File: src/rtl/gate_chk_sat_counter.sv
// Saturating up-counter with synchronous clear, used for mismatch counting.
module gate_chk_sat_counter #(
    parameter int ERR_W = 8
) (
    input  logic             clk,
    input  logic             rst,
    input  logic             clr,
    input  logic             inc,
    output logic [ERR_W-1:0] count
);

    logic [ERR_W-1:0] count_q;
    logic [ERR_W-1:0] count_d;

    always_comb begin
        count_d = count_q;
        if (clr) begin
            count_d = '0;
        end else if (inc && (count_q != {ERR_W{1'b1}})) begin
            count_d = count_q + ERR_W'(1);
        end
    end

    always_ff @(posedge clk) begin
        if (rst) begin
            count_q <= '0;
        end else begin
            count_q <= count_d;
        end
    end

    assign count = count_q;

endmodule

File: config.mk
export PLATFORM = sky130hd
export DESIGN_NAME = gate_chk_sat_counter
export DESIGN_NICKNAME = d
export VERILOG_FILES = /design/src/rtl/gate_chk_sat_counter.sv
export SDC_FILE = /design/constraint.sdc
export NUM_CORES = 1
export LEC_CHECK = 0
export CORE_MARGIN = 1.5
export CORE_UTILIZATION = 29
export CTS_CLUSTER_SIZE = 12
export DETAILED_ROUTE_END_ITERATION = 10
export GPL_TIMING_DRIVEN = 0
export HOLD_SLACK_MARGIN = 0.1
export PLACE_DENSITY_LB_ADDON = 0.12
export SYNTH_ARGS = -nofsm -noshare
export SYNTH_HDL_FRONTEND = slang
export SYNTH_SLANG_ARGS = --single-unit
File: constraint.sdc
create_clock -name clk -period 1.87 [get_ports clk]
set_clock_uncertainty 0.2 [all_clocks]
set_input_delay 0.187 -clock clk [delete_from_list [all_inputs] [get_ports clk]]
set_output_delay 0.187 -clock clk [all_outputs]
set_load 0.03 [all_outputs]
==> flow_summary_export.csv <==
group,metric,value,unit
finish,fillers,151,
sta,maxSlewViolCount,0,
finish,register_area,160,µm²
synthesis,yosysSeqAreaShare,0.368,
cts,clock_latency,0.25,ns
setup_path,cp.depth,1,
global_route,antenna_found_initial,0,
sta,maxSlewHeadroom,0.701,
setup_path,worst-path-buf-inv,1,
place,numPortBuffers,11,
global_route,grt_use_total,0.121,
setup_path,r2r-end,"count[6]",
cts,cts_buffer_depth,2,
setup_path,arrival,1.39,ns
sta,rsz0062_at_grt,"false",
power_and_ir_drop,p_leak,0.233,nW
sta,final_hold_viol_count,0,
min_path,hold_depth,2,
setup_path,ff2ff_setup_slack,0.23,ns
synthesis,avgSynthCellArea,9.26,µm²
synthesis,syn-cell-area,435,µm²
sta,setup_viol,0,
cts,cts_tree,"yes",
power_and_ir_drop,peakVddDrop,0.335,mV
power_and_ir_drop,pwr-share-comb,0.079,
cts,clkTransAtPathRegs,0.05,ns
sta,worst_slew_pin_slew,0.447,ns
power_and_ir_drop,netSwitchingPower,0.0762,mW
floorplanning,initial_core_util,0.323,
route,drt_pass1_iterations,2,
setup_path,crit_path_start,"count[4]",
cts,cts_buffers,3,
setup_path,reg2reg_depth,4,
setup_path,setup.worst_path.end,"count[4]",
power_and_ir_drop,seqPwrFrac,0.520,
outcome,status,"completed",
global_route,grt_pass1_vias,366,
synthesis,ys_warn_count,0,
setup_path,cp-start-kind,"flop",
min_path,hp-class,"reg2reg",
floorplanning,die-area,1740,µm²
setup_path,slowest_delay,0.71,ns
finish,final-instance-count-excl-fill,76,
setup_path,crit_slowest_cell,"clkdlybuf4s50_1",
floorplanning,core-area,1350,µm²
power_and_ir_drop,clockPowerShare,0.401,
finish,multi_input_area,264,µm²
finish,antenna_cells,0,
route,post-route-drc-count,0,
power_and_ir_drop,switching_share,0.228,
run,max_cap_viol_count,0,
route,routed_wl,943,µm
setup_path,path_delay_family,"buffers and inverters",
global_route,overflow,0,
synthesis,ys_types,21,
setup_path,end_kind,"output pin",
finish,area_growth,35.3,%
setup_path,critical_path_class,"reg2out",
setup_path,worstPathRequired,1.48,ns
place,place_congestion,0.704,
route,via_per_inst,5.36,
floorplanning,chipHeight,41.8,µm
power_and_ir_drop,cell_internal_pwr,0.258,mW
cts,h-tree-depth,1,
sta,fin_setup_tns,0,ns
floorplanning,placementRows,13,
synthesis,ys_seq_elements,8,
global_route,grt_max_degree,9,
setup_path,r2r_start,"count[0]",
setup_path,crit_chain,"clkdlybuf4s50_1",
sta,finalCritPeriodShare,0.951,
route,vias,407,
synthesis,syn_inst,47,
floorplanning,die_w,41.8,µm
sta,max_freq,0.562,GHz
finish,fin_nets,68,
cts,clock_sinks,8,
place,place_hpwl,714,µm
route,wire_per_inst,12.4,µm
route,dr.first_iter.drc_count,2,
power_and_ir_drop,powerDensity,567,nW/µm²
synthesis,syn_nets,52,
route,detail-route-antenna-nets,0,
cts,cts-root-buf,"clkbuf_4",
floorplanning,ios,12,
cts,cts_setup_buffers,0,
sta,finalCriticalPeriod,1.78,ns
place,place_inst,73,
finish,final_util,0.437,
setup_path,critPathMaxFanout,7,
finish,largest_reg_flops,8,
finish,drive_gt1_frac,0.0984,
global_route,grt_pass1_wl,1.56,mm
## how the worst min path moves through the flow
stage,start,endpoint,slack [ns]
global placement,count[1],count[1],0.29
detailed placement,count[1],count[1],0.29
CTS,count[1],count[1],0.30
finish,count[1],count[1],0.30
floorplan,clr,count[5],0.05
global route,count[0],count[0],0.34
## final cells by class
cell class / instances / area share
Buffer: 1 / 0.0127
Clock buffer: 3 / 0.0382
Sequential cell: 8 / 0.272
Multi-Input combinational cell: 37 / 0.448
Inverter: 1 / 0.00637
Timing Repair Buffer: 11 / 0.191
Tap cell: 15 / 0.0318
## cells by family (layout without fill, tap and decap cells)
kind of cell	Yosys count	in the layout	share of synthesized area
and+or+nand+nor	22	22	0.290
AOI/OAI and AO/OA	10	10	0.195
DFF	8	8	0.368
muxes	4	4	0.0920
buffers and inverters	2	16	0.0259
adders and majority gates	1	1	0.0287
## placed cells by master (no fill, tap or decap), types with 2 or more instances in the layout
| cell type | count |
|---|---|
| a21boi_1 | 2 |
| a21oi_1 | 4 |
| and3_1 | 3 |
| and4_1 | 2 |
| clkbuf_4 | 3 |
| clkdlybuf4s50_1 | 10 |
| dfxtp_1 | 8 |
| mux2i_1 | 4 |
| nand2_1 | 6 |
| nand3_1 | 2 |
| nand4_1 | 2 |
| or3_1 | 3 |
## cells in the mapped netlist
| library cell | n | area [µm²] |
|---|---|---|
| a21boi_1 | 2 | 15.0 |
| a2111oi_4 | 1 | 27.5 |
| nor2_1 | 1 | 3.75 |
| and4_1 | 2 | 17.5 |
| a21oi_1 | 4 | 20.0 |
| a31oi_1 | 1 | 6.26 |
| nand2_1 | 6 | 22.5 |
| dfxtp_1 | 8 | 160 |
| or4_1 | 1 | 7.51 |
| mux2i_1 | 4 | 40.0 |
| ha_1 | 1 | 12.5 |
| o21ai_0 | 1 | 5.00 |
| and3b_1 | 1 | 8.76 |
| nand4_1 | 2 | 12.5 |
| a21boi_2 | 1 | 11.3 |
| nand3_1 | 2 | 10.0 |
| buf_4 | 1 | 7.51 |
| and3_1 | 3 | 18.8 |
| or3_1 | 3 | 18.8 |
| inv_1 | 1 | 3.75 |
| nor4_1 | 1 | 6.26 |
## stage by stage
stage,hold WS [ns],area (µm²),setup WS [ns],power [mW]
2_1_floorplan,0.0513,435,0.0839,0.188
3_3_place_gp,0.285,564,0.0769,0.204
3_5_place_dp,0.292,564,0.0862,0.204
4_1_cts,0.300,587,0.0413,0.343
5_1_grt,0.344,589,0.0296,0.357
6_report,0.295,589,0.0919,0.334
## routing by layer
layer  vias up  global-route usage  wire, µm
li1        210                   -         -
met1       187               0.141       442
met2        10               0.188       444
met3         0              0.0652        56
met4         0              0.0387         0
met5         -                   0         0
## timing repair
action,CTS,global route
endpoints found under the setup margin,0,1
resized for setup,0,1
hold buffers,0,0
## power groups by stage
stage | clock network, mW | registers (mW) | logic (mW)
global route | 0.153 | 0.174 | 0.0294
global placement | 0 | 0.177 | 0.0263
CTS | 0.142 | 0.174 | 0.0270
detailed placement | 0 | 0.177 | 0.0269
finish | 0.134 | 0.174 | 0.0265
floorplan | 0 | 0.180 | 0.00809
## worst reg2reg max path: stages (launching register included)
cell     delay [ns]
dfxtp_1        0.39
ha_1           0.25
nand3_1        0.13
or4_1          0.40
and3_1         0.18
(Power assumes the default switching activity.)
